$ cat src/rtl/motor_pkg.sv
// Drive-mode codes and bus widths shared by the joystick decoder and the motor block.
package motor_pkg;

    localparam int MODE_W = 4;
    localparam int AXIS_W = 10;

    typedef enum logic [MODE_W-1:0] {
        MODE_STOP     = 4'd0,
        MODE_FORWARD  = 4'd1,
        MODE_BACKWARD = 4'd2,
        MODE_LEFT     = 4'd3,
        MODE_RIGHT    = 4'd4
    } mode_e;

endpackage

$ cat src/rtl/jstk_axis_classify.sv
// Combinational joystick classifier: deadzone around CENTER, then dominant axis (ties go to Y).
module jstk_axis_classify
    import motor_pkg::*;
#(
    parameter int CENTER = 512,
    parameter int DEAD   = 128
) (
    input  logic [AXIS_W-1:0] x_pos,
    input  logic [AXIS_W-1:0] y_pos,
    output mode_e             cls
);

    localparam logic signed [AXIS_W:0] CENTER_S = (AXIS_W+1)'(CENTER);
    localparam logic        [AXIS_W:0] DEAD_U   = (AXIS_W+1)'(DEAD);

    logic signed [AXIS_W:0] dx;
    logic signed [AXIS_W:0] dy;
    logic        [AXIS_W:0] ax;
    logic        [AXIS_W:0] ay;

    always_comb begin
        dx  = $signed({1'b0, x_pos}) - CENTER_S;
        dy  = $signed({1'b0, y_pos}) - CENTER_S;
        ax  = dx[AXIS_W] ? $unsigned(-dx) : $unsigned(dx);
        ay  = dy[AXIS_W] ? $unsigned(-dy) : $unsigned(dy);
        cls = MODE_STOP;
        // Outside the deadzone the dominant magnitude is non-zero, so the sign bit decides direction.
        if (ax <= DEAD_U && ay <= DEAD_U) begin
            cls = MODE_STOP;
        end else if (ay >= ax) begin
            cls = dy[AXIS_W] ? MODE_BACKWARD : MODE_FORWARD;
        end else begin
            cls = dx[AXIS_W] ? MODE_LEFT : MODE_RIGHT;
        end
    end

endmodule

$ cat src/rtl/jstk_mode_decoder.sv
// Debounced joystick-to-drive-mode decoder with sample watchdog and arm gating.
module jstk_mode_decoder
    import motor_pkg::*;
#(
    parameter int CENTER      = 512,
    parameter int DEAD        = 128,
    parameter int DEBOUNCE    = 3,
    parameter int TIMEOUT_CYC = 10_000_000
) (
    input  logic              CLK,
    input  logic              RST,
    input  logic              sample_valid,
    input  logic [AXIS_W-1:0] x_pos,
    input  logic [AXIS_W-1:0] y_pos,
    input  logic              arm,
    output logic [MODE_W-1:0] mode,
    output logic              mode_chg,
    output logic              timeout
);

    localparam int CNT_W = $clog2(DEBOUNCE + 1);
    localparam int WD_W  = $clog2(TIMEOUT_CYC + 1);
    localparam logic [CNT_W-1:0] CNT_MAX = CNT_W'(DEBOUNCE);
    localparam logic [WD_W-1:0]  WD_MAX  = WD_W'(TIMEOUT_CYC);

    mode_e            cls;
    mode_e            mode_q, mode_d;
    mode_e            cand_q, cand_d;
    logic [CNT_W-1:0] cnt_q, cnt_d;
    logic [WD_W-1:0]  wd_q, wd_d;
    logic             chg_q, chg_d;
    logic             to_q, to_d;

    jstk_axis_classify #(
        .CENTER (CENTER),
        .DEAD   (DEAD)
    ) u_classify (
        .x_pos (x_pos),
        .y_pos (y_pos),
        .cls   (cls)
    );

    always_comb begin
        wd_d   = wd_q;
        mode_d = mode_q;
        cand_d = cand_q;
        cnt_d  = cnt_q;
        if (sample_valid) begin
            wd_d = '0;
        end else if (wd_q != WD_MAX) begin
            wd_d = wd_q + 1'b1;
        end
        // A valid sample clears the watchdog on this edge, so it always beats expiry.
        to_d = (wd_d == WD_MAX);

        if (!arm || to_d) begin
            mode_d = MODE_STOP;
            cand_d = MODE_STOP;
            cnt_d  = '0;
        end else if (sample_valid) begin
            if (cls == cand_q) begin
                cnt_d = (cnt_q == CNT_MAX) ? cnt_q : cnt_q + 1'b1;
            end else begin
                cand_d = cls;
                cnt_d  = CNT_W'(1);
            end
            if (cnt_d == CNT_MAX && cand_d != mode_q) begin
                mode_d = cand_d;
            end
        end
        chg_d = (mode_d != mode_q);
    end

    always_ff @(posedge CLK or negedge RST) begin
        if (!RST) begin
            mode_q <= MODE_STOP;
            cand_q <= MODE_STOP;
            cnt_q  <= '0;
            wd_q   <= '0;
            chg_q  <= 1'b0;
            to_q   <= 1'b0;
        end else begin
            mode_q <= mode_d;
            cand_q <= cand_d;
            cnt_q  <= cnt_d;
            wd_q   <= wd_d;
            chg_q  <= chg_d;
            to_q   <= to_d;
        end
    end

    assign mode     = mode_q;
    assign mode_chg = chg_q;
    assign timeout  = to_q;

endmodule
$ cat config.mk
export PLATFORM = sky130hd
export DESIGN_NAME = jstk_mode_decoder
export DESIGN_NICKNAME = d
export VERILOG_FILES = /design/src/rtl/motor_pkg.sv /design/src/rtl/jstk_axis_classify.sv /design/src/rtl/jstk_mode_decoder.sv
export SDC_FILE = /design/constraint.sdc
export NUM_CORES = 1
export LEC_CHECK = 0
export BUFFER_PORTS_ARGS = -buffer_cell sky130_fd_sc_hd__buf_4
export CAP_MARGIN = 5
export CORE_ASPECT_RATIO = 1.75
export CORE_UTILIZATION = 45
export CTS_BUF_LIST = sky130_fd_sc_hd__clkbuf_16
export CTS_CLUSTER_DIAMETER = 30
export DETAILED_ROUTE_END_ITERATION = 6
export PLACE_DENSITY = 0.69
export SLEW_MARGIN = 10
export SYNTH_ARGS = -nofsm -noshare
export SYNTH_HDL_FRONTEND = slang
export SYNTH_SLANG_ARGS = --single-unit
$ cat constraint.sdc
create_clock -name CLK -period 7.9 [get_ports CLK]
set_input_delay 1.185 -clock CLK [delete_from_list [all_inputs] [get_ports CLK]]
set_output_delay 1.185 -clock CLK [all_outputs]
set_load 0.02 [all_outputs]
After elaboration in Yosys (flattened, before gate mapping). Index checks and enable logic that the tools add are counted. W data, S select, Z words.

Bits in latches: 0. Flip-flop bits (word level): 36. Memory bits (writable): 0. Memories kept: 0. Bits of input ports: 24. Output and inout port bits: 6. Bits in read-only memories: 0.

Bitwise operators: 0. Magnitude comparators: 3. Reduce and logical (&&, ||, !) cells: 5. Multiplexer cells: 22. $add $sub $neg: 6. Shifts and indexed selects: 0. Div/mod/pow operators: 0. Multipliers: 0. Equal/unequal tests: 7.

Operators with widths (number): $mux W24 (2); $mux W4 (10); $add A24 B1 Y24 const B (1); $eq A24 B24 Y1 const B (1); $ne A24 B24 Y1 const B (1); $le A11 B8 Y1 const B (2); $mux W11 (2); $neg A11 Y11 (2); $sub A10 B10 Y11 const B (2); $mux W2 (7); $ge A11 B11 Y1 (1); $ne A4 B4 Y1 (2); $eq A2 B2 Y1 const B (2); $eq A4 B4 Y1 (1); $mux W3 (1); $add A2 B1 Y2 const B (1); $logic_and A1 B1 Y1 (2); $reduce_bool A2 Y1 (1); $logic_not A1 Y1 (1); $logic_or A1 B1 Y1 (1).

Logic depth before layout (Yosys ltp).
Word-level depth: 16. Mapped depth: 16.

Hierarchy. Synthesis repeated with hierarchy kept, for this count alone.

Cell total of the unflattened synthesis: 364. Area, all modules: 3070.4 um^2.

By module, submodules not included: jstk_mode_decoder (instances 1, area each 2200.9 um^2, cells each 239, seq. area each 900.9 um^2); jstk_axis_classify (instances 1, area each 869.6 um^2, cells each 125, seq. area each 0.0 um^2).

Worst setup path after synthesis. Ideal clock, no wire load.

Path kind: in2reg. Start point: in y_pos[2]. End point: reg mode_q[0], in the netlist mode[0]. Path slack: 3.512 ns. Stages: 15. Library setup time: 0.077 ns. Arrival time: 4.311 ns. Required time: 7.823 ns. Buffers on the path: 1. Cell sequence: buf_2 nor3_1 a31oi_1 xnor2_1 inv_1 ha_1 nand4_1 nor3_1 a21oi_1 and3_1 a311o_2 xnor2_1 or3_4 or3_1 a21oi_1.

Cells in the longest elaborated chain, start to end: 15. Elaborated cells between the ends (all ways): 22. Those cells by class: add/sub (2); order compare (2); eq/ne (3); mux (13); reduce/logical (2).

Ends and longest elaborated chain: from (decl) (RTL line jstk_mode_decoder.sv:14) `input logic [AXIS_W-1:0] y_pos,`; $sub A10 B10 Y11 (*) (RTL line jstk_axis_classify.sv:23) `dy = $signed({1'b0, y_pos}) - CENTER_S;`; $neg A11 Y11 (RTL line jstk_axis_classify.sv:25) `ay = dy[AXIS_W] ? $unsigned(-dy) : $unsigned(dy);`; $mux W11 (RTL line jstk_axis_classify.sv:25); $ge A11 B11 Y1 or $le A11 B8 Y1 (tied branches) (RTL line jstk_axis_classify.sv:30, jstk_axis_classify.sv:28); $mux W4 or $logic_and A1 B1 Y1 (tied branches) (RTL line jstk_axis_classify.sv:30, jstk_axis_classify.sv:28); $mux W4 (*) (RTL line jstk_axis_classify.sv:28) `if (ax <= DEAD_U && ay <= DEAD_U) begin`; $eq A4 B4 Y1 (RTL line jstk_mode_decoder.sv:61) `if (cls == cand_q) begin`; $mux W4 or $mux W2 (tied branches) (RTL line jstk_mode_decoder.sv:61); $mux W4 or $mux W2 (tied branches) (RTL line jstk_mode_decoder.sv:60) `end else if (sample_valid) begin`; $mux W4 or $mux W2 (tied branches) (RTL line jstk_mode_decoder.sv:56) `if (!arm || to_d) begin`; $ne A4 B4 Y1 or $eq A2 B2 Y1 (tied branches) (RTL line jstk_mode_decoder.sv:67) `if (cnt_d == CNT_MAX && cand_d != mode_q) begin`; $logic_and A1 B1 Y1 (RTL line jstk_mode_decoder.sv:67); $mux W4 (*) (RTL line jstk_mode_decoder.sv:67); $mux W4 (*) (RTL line jstk_mode_decoder.sv:60); $mux W4 (*) (RTL line jstk_mode_decoder.sv:56); named net mode_d[0] (RTL line jstk_mode_decoder.sv:27) `mode_e mode_q, mode_d;`; to (signal assigned) (RTL line jstk_mode_decoder.sv:83) `mode_q <= mode_d;`; to (decl) (RTL line jstk_mode_decoder.sv:27).

Mark *: on every way through the listed nets, which the timed path passes. The rest lies on a longest branch. The select of a mux whose other input is x is not followed. A chain may end at the register's enable or synchronous reset.

Worst setup path in the final report.
Start point: in x_pos[0]. End point: reg mode_q[0], in the netlist mode[0].

Cells in the longest elaborated chain, start to end: 15. Elaborated cells between the ends (all ways): 22. Those cells by class: add/sub (2); order compare (2); eq/ne (3); mux (13); reduce/logical (2).

Ends and longest elaborated chain: from (decl) (RTL line jstk_mode_decoder.sv:13) `input logic [AXIS_W-1:0] x_pos,`; $sub A10 B10 Y11 (*) (RTL line jstk_axis_classify.sv:22) `dx = $signed({1'b0, x_pos}) - CENTER_S;`; $neg A11 Y11 (RTL line jstk_axis_classify.sv:24) `ax = dx[AXIS_W] ? $unsigned(-dx) : $unsigned(dx);`; $mux W11 (RTL line jstk_axis_classify.sv:24); $ge A11 B11 Y1 or $le A11 B8 Y1 (tied branches) (RTL line jstk_axis_classify.sv:30, jstk_axis_classify.sv:28); $mux W4 or $logic_and A1 B1 Y1 (tied branches) (RTL line jstk_axis_classify.sv:30, jstk_axis_classify.sv:28); $mux W4 (*) (RTL line jstk_axis_classify.sv:28); $eq A4 B4 Y1 (RTL line jstk_mode_decoder.sv:61); $mux W4 or $mux W2 (tied branches) (RTL line jstk_mode_decoder.sv:61); $mux W4 or $mux W2 (tied branches) (RTL line jstk_mode_decoder.sv:60); $mux W4 or $mux W2 (tied branches) (RTL line jstk_mode_decoder.sv:56); $ne A4 B4 Y1 or $eq A2 B2 Y1 (tied branches) (RTL line jstk_mode_decoder.sv:67); $logic_and A1 B1 Y1 (RTL line jstk_mode_decoder.sv:67); $mux W4 (*) (RTL line jstk_mode_decoder.sv:67); $mux W4 (*) (RTL line jstk_mode_decoder.sv:60); $mux W4 (*) (RTL line jstk_mode_decoder.sv:56); named net mode_d[0] (RTL line jstk_mode_decoder.sv:27).

Marked as above.

==> metrics.cfg <==
[synthesis]
synth.cell_area_mm2 = 0.003055
synth_top_cell_area_share_pct = 29.48
ys_warns = 0
syn-mean-instance-area_um2 = 8.583
post-synth-top-count-cell = sky130_fd_sc_hd__nor2_1
synth_common_cells = sky130_fd_sc_hd__nor2_1 (48), sky130_fd_sc_hd__dfrtp_1 (36), sky130_fd_sc_hd__a21oi_1 (24)
postSynthNetCount = 395
synth_ff_type = sky130_fd_sc_hd__dfrtp_1
post_synth_num_cell_types = 69
synth-seq-cells = 36
synth_cells = 356
synth_enable_flop_cells = 0
synthDominantAreaCellType = sky130_fd_sc_hd__dfrtp_1
synth_sequential_area_ratio_pct = 29.48
ys_top_cells_by_area = sky130_fd_sc_hd__dfrtp_1 (29%), sky130_fd_sc_hd__ha_1 (6.1%), sky130_fd_sc_hd__nor2_1 (5.9%)
synthArstFlopShare_pct = 100.0

[setup_path]
cp.required_ps = 8110
worstSetupStartpointType = input port
critical_path.endpoint_type = register
cp.arrival_ps = 4790
worstSetupPathType = input port to register
path_max_fanout = 6

[grt]
grt_pass1_vias = 2671
grt_first_pass_wirelength_mm = 11.93
track_usage_pct = 21.30
grt_max_degree = 38
grt_overflow_total = 0
antenna_violations_before_repair = 0

[power_and_ir_drop]
netSwitchingFraction_pct = 27.23
share_clk_of_total_power_pct = 42.9
total_leakage_power_uw = 0.001483
power_dissipated_by_switching_net_loads_uw = 142.2
power_density_mw_per_mm2 = 150.1
share_of_power_burned_in_registers_pct = 36.9
combPwrFrac_pct = 20.2
p_int_uw = 379.9
power.ir.vdd_worst_uv = 77.68

[drt]
wl_per_cell_um = 15.33
drtPass1Iterations = 4
dr_total_vias = 2706
drt-total-wl_mm = 7.113
drc = 0
postRouteAntennaNets = 0
dr.first_iter.drc_count = 124
detail_routed_via_count_per_cell = 5.832

[clock_tree]
cts_repair_resize_count = 0
clock-root-buffer = sky130_fd_sc_hd__clkbuf_16
clk_path_buf_depth = 2
cts-htree-levels = 2
post_cts.repair.setup_buffers = 0
clk_latency_ps = 290
clk_pin_slew_ps = 60
number_of_buffers_added_by_the_clock_tree_synthesis_step = 5
tritoncts_clock_tree = built
tritoncts_num_sinks = 36
holdBufCountCts = 0

[sta]
transition_at_the_pin_with_the_smallest_max_transition_slack_ps = 811.4
clock-skew-final_ps = 6.653
final-max-slew-violation-count = 0
rsz0062_at_grt = false
slew-limit-headroom_pct = 45.72
fmax_mhz = 218.4
final_period_minus_worst_setup_slack_ps = 4578
timing.final.setup_violations = 0
fin_crit_sh_pct = 57.95
report.final.hold_viol_count = 0
fin_tns_setup_ps = 0
post-route-worst-setup-slack_ps = 3322

[flow_run]
cap_violations = 0

[placed_design]
place.detailed.hpwl_mm = 5.506
gp_congestion = 0.9059
io_buffers = 29
placed_area_mm2 = 0.003313
preCtsSetupSlack_ps = 3028

[layout]
final_design_area_excluding_fillers_mm2 = 0.003477
post_layout_utilization_of_the_core_pct = 53.18
areaGrowthSynthToFinish_pct = 13.80
num_antenna_cells = 0
drive_gt1_share_pct = 16.75
num-fill-cells = 626
layout.area.seq_um2 = 900.9
fin_nets = 420
multiInputGateArea_mm2 = 0.002022

[die]
chipHeight_um = 111.0
effective_utilization_at_floorplan_pct = 46.73
row_count = 39
die_area_mm2 = 0.007137
die_w_um = 64.29
fp.coreArea_mm2 = 0.006539
io-pin-count = 30

[run_status]
run_status = completed

[hold_path]
min_path_type = register to register

-- metrics by stage --
| stage | total power, µW | hold slack [ps] | instances |
|---|---|---|---|
| finish | 522.1 | 527.0 | 464 |
| CTS | 527.0 | 533.1 | 464 |
| floorplan | 267.4 | 490.1 | 356 |
| global route | 545.4 | 583.5 | 464 |
| global placement | 299.2 | 514.4 | 456 |
| detailed placement | 302.1 | 520.9 | 456 |
-- power by group through the flow --
| stage | Sequential [µW] | Clock, µW | Combinational, µW |
|---|---|---|---|
| after floorplan | 195 | 0 | 72.5 |
| after global routing | 193 | 233 | 120 |
| after detailed placement | 196 | 0 | 107 |
| after CTS | 192 | 228 | 107 |
| after global placement | 195 | 0 | 104 |
| final | 192 | 224 | 106 |
-- layout by cell type (no fill, tap or decap), types with 3 or more instances in the layout --
master,netlist,routed
sky130_fd_sc_hd__nor2_1,48,48
sky130_fd_sc_hd__dfrtp_1,36,36
sky130_fd_sc_hd__buf_4,1,29
sky130_fd_sc_hd__a21oi_1,24,24
sky130_fd_sc_hd__xnor2_1,20,20
sky130_fd_sc_hd__nand2_1,20,20
sky130_fd_sc_hd__inv_1,17,18
sky130_fd_sc_hd__ha_1,15,15
sky130_fd_sc_hd__nor3_1,14,14
sky130_fd_sc_hd__xor2_1,13,13
sky130_fd_sc_hd__nand3_1,9,9
sky130_fd_sc_hd__o21ai_0,9,9
sky130_fd_sc_hd__a31oi_1,8,8
sky130_fd_sc_hd__nand4_1,8,8
sky130_fd_sc_hd__nor2b_1,7,7
sky130_fd_sc_hd__or3_1,6,6
sky130_fd_sc_hd__or2_2,5,5
sky130_fd_sc_hd__mux2i_1,5,5
sky130_fd_sc_hd__and3_1,5,5
sky130_fd_sc_hd__clkbuf_16,0,5
sky130_fd_sc_hd__mux2_2,4,4
sky130_fd_sc_hd__or3_4,4,4
sky130_fd_sc_hd__nor4_1,4,4
sky130_fd_sc_hd__nand3b_1,4,4
sky130_fd_sc_hd__and4_1,3,3
sky130_fd_sc_hd__nor4b_1,3,3
sky130_fd_sc_hd__and2_1,3,3
sky130_fd_sc_hd__nand2b_1,3,3
-- path summary, 6_finish.rpt --
path                            cells after the start                   from  slack [ps]                     to
worst max-delay path                               16               x_pos[0]        3320      mode[0]$_DFF_PN0_
worst min-delay path                                1  cand_q[3]$_DFFE_PN0P_         530  cand_q[3]$_DFFE_PN0P_
worst max register to register                     10      wd_q[1]$_DFF_PN0_        4110     mode_chg$_DFF_PN0_
worst min register to register                      1  cand_q[3]$_DFFE_PN0P_         530  cand_q[3]$_DFFE_PN0P_
max in group asynchronous                           1                    RST        6720     mode_chg$_DFF_PN0_
min in group asynchronous                           1                    RST         850      wd_q[4]$_DFF_PN0_
-- logic make-up (layout without fill, tap and decap cells) --
kind of cell	count (synthesis)	count (layout)	share of synthesized area (%)
XOR/XNOR	33	33	9.460
other	2	2	0.2458
AND/OR/NAND/NOR	165	165	31.57
adder cells (fa/ha/maj)	15	15	6.143
buffers and inverters	29	55	4.341
AO/OA/AOI/OAI	67	67	15.64
flip-flops	36	36	29.48
multiplexers	9	9	3.112
-- sequential cells by signal, indices dropped and copies added, names as in the netlist --
name / flops
timeout: 1
cnt_q: 2
mode_chg: 1
mode: 4
wd_q: 24
cand_q: 4
-- per-layer routing --
layer  part of all wire, %  routed length (µm)  vias to the layer above  GRT usage (%)
met2                    56                4000                       57          40.70
met5                     0                   0                        -              0
li1                      -                   -                     1338              -
met3                   2.3                 165                       16          1.955
met1                    37                2643                     1295          20.42
met4                   4.3                 303                        0          14.22
-- worst max-delay path, stage by stage --
cell	delay, ps
sky130_fd_sc_hd__buf_4	130
sky130_fd_sc_hd__inv_1	70
sky130_fd_sc_hd__ha_1	220
sky130_fd_sc_hd__nor4b_1	380
sky130_fd_sc_hd__a21oi_1	140
sky130_fd_sc_hd__xnor2_1	170
sky130_fd_sc_hd__ha_1	310
sky130_fd_sc_hd__nand4_1	110
sky130_fd_sc_hd__nor3_1	210
sky130_fd_sc_hd__a21oi_1	130
sky130_fd_sc_hd__a21boi_0	300
sky130_fd_sc_hd__o32ai_1	220
sky130_fd_sc_hd__o221a_1	330
sky130_fd_sc_hd__or3_4	420
sky130_fd_sc_hd__or3_1	350
sky130_fd_sc_hd__a21oi_1	120
-- final cells by class --
type,count,share of cell area (%)
Clock buffer,5,3.598
Clock inverter,3,1.116
Inverter,18,2.015
Multi-Input combinational cell,291,58.15
Sequential cell,36,25.91
Tap cell,82,2.951
Timing Repair Buffer,29,6.261
No activity file was read; power rests on OpenSTA's default activity.
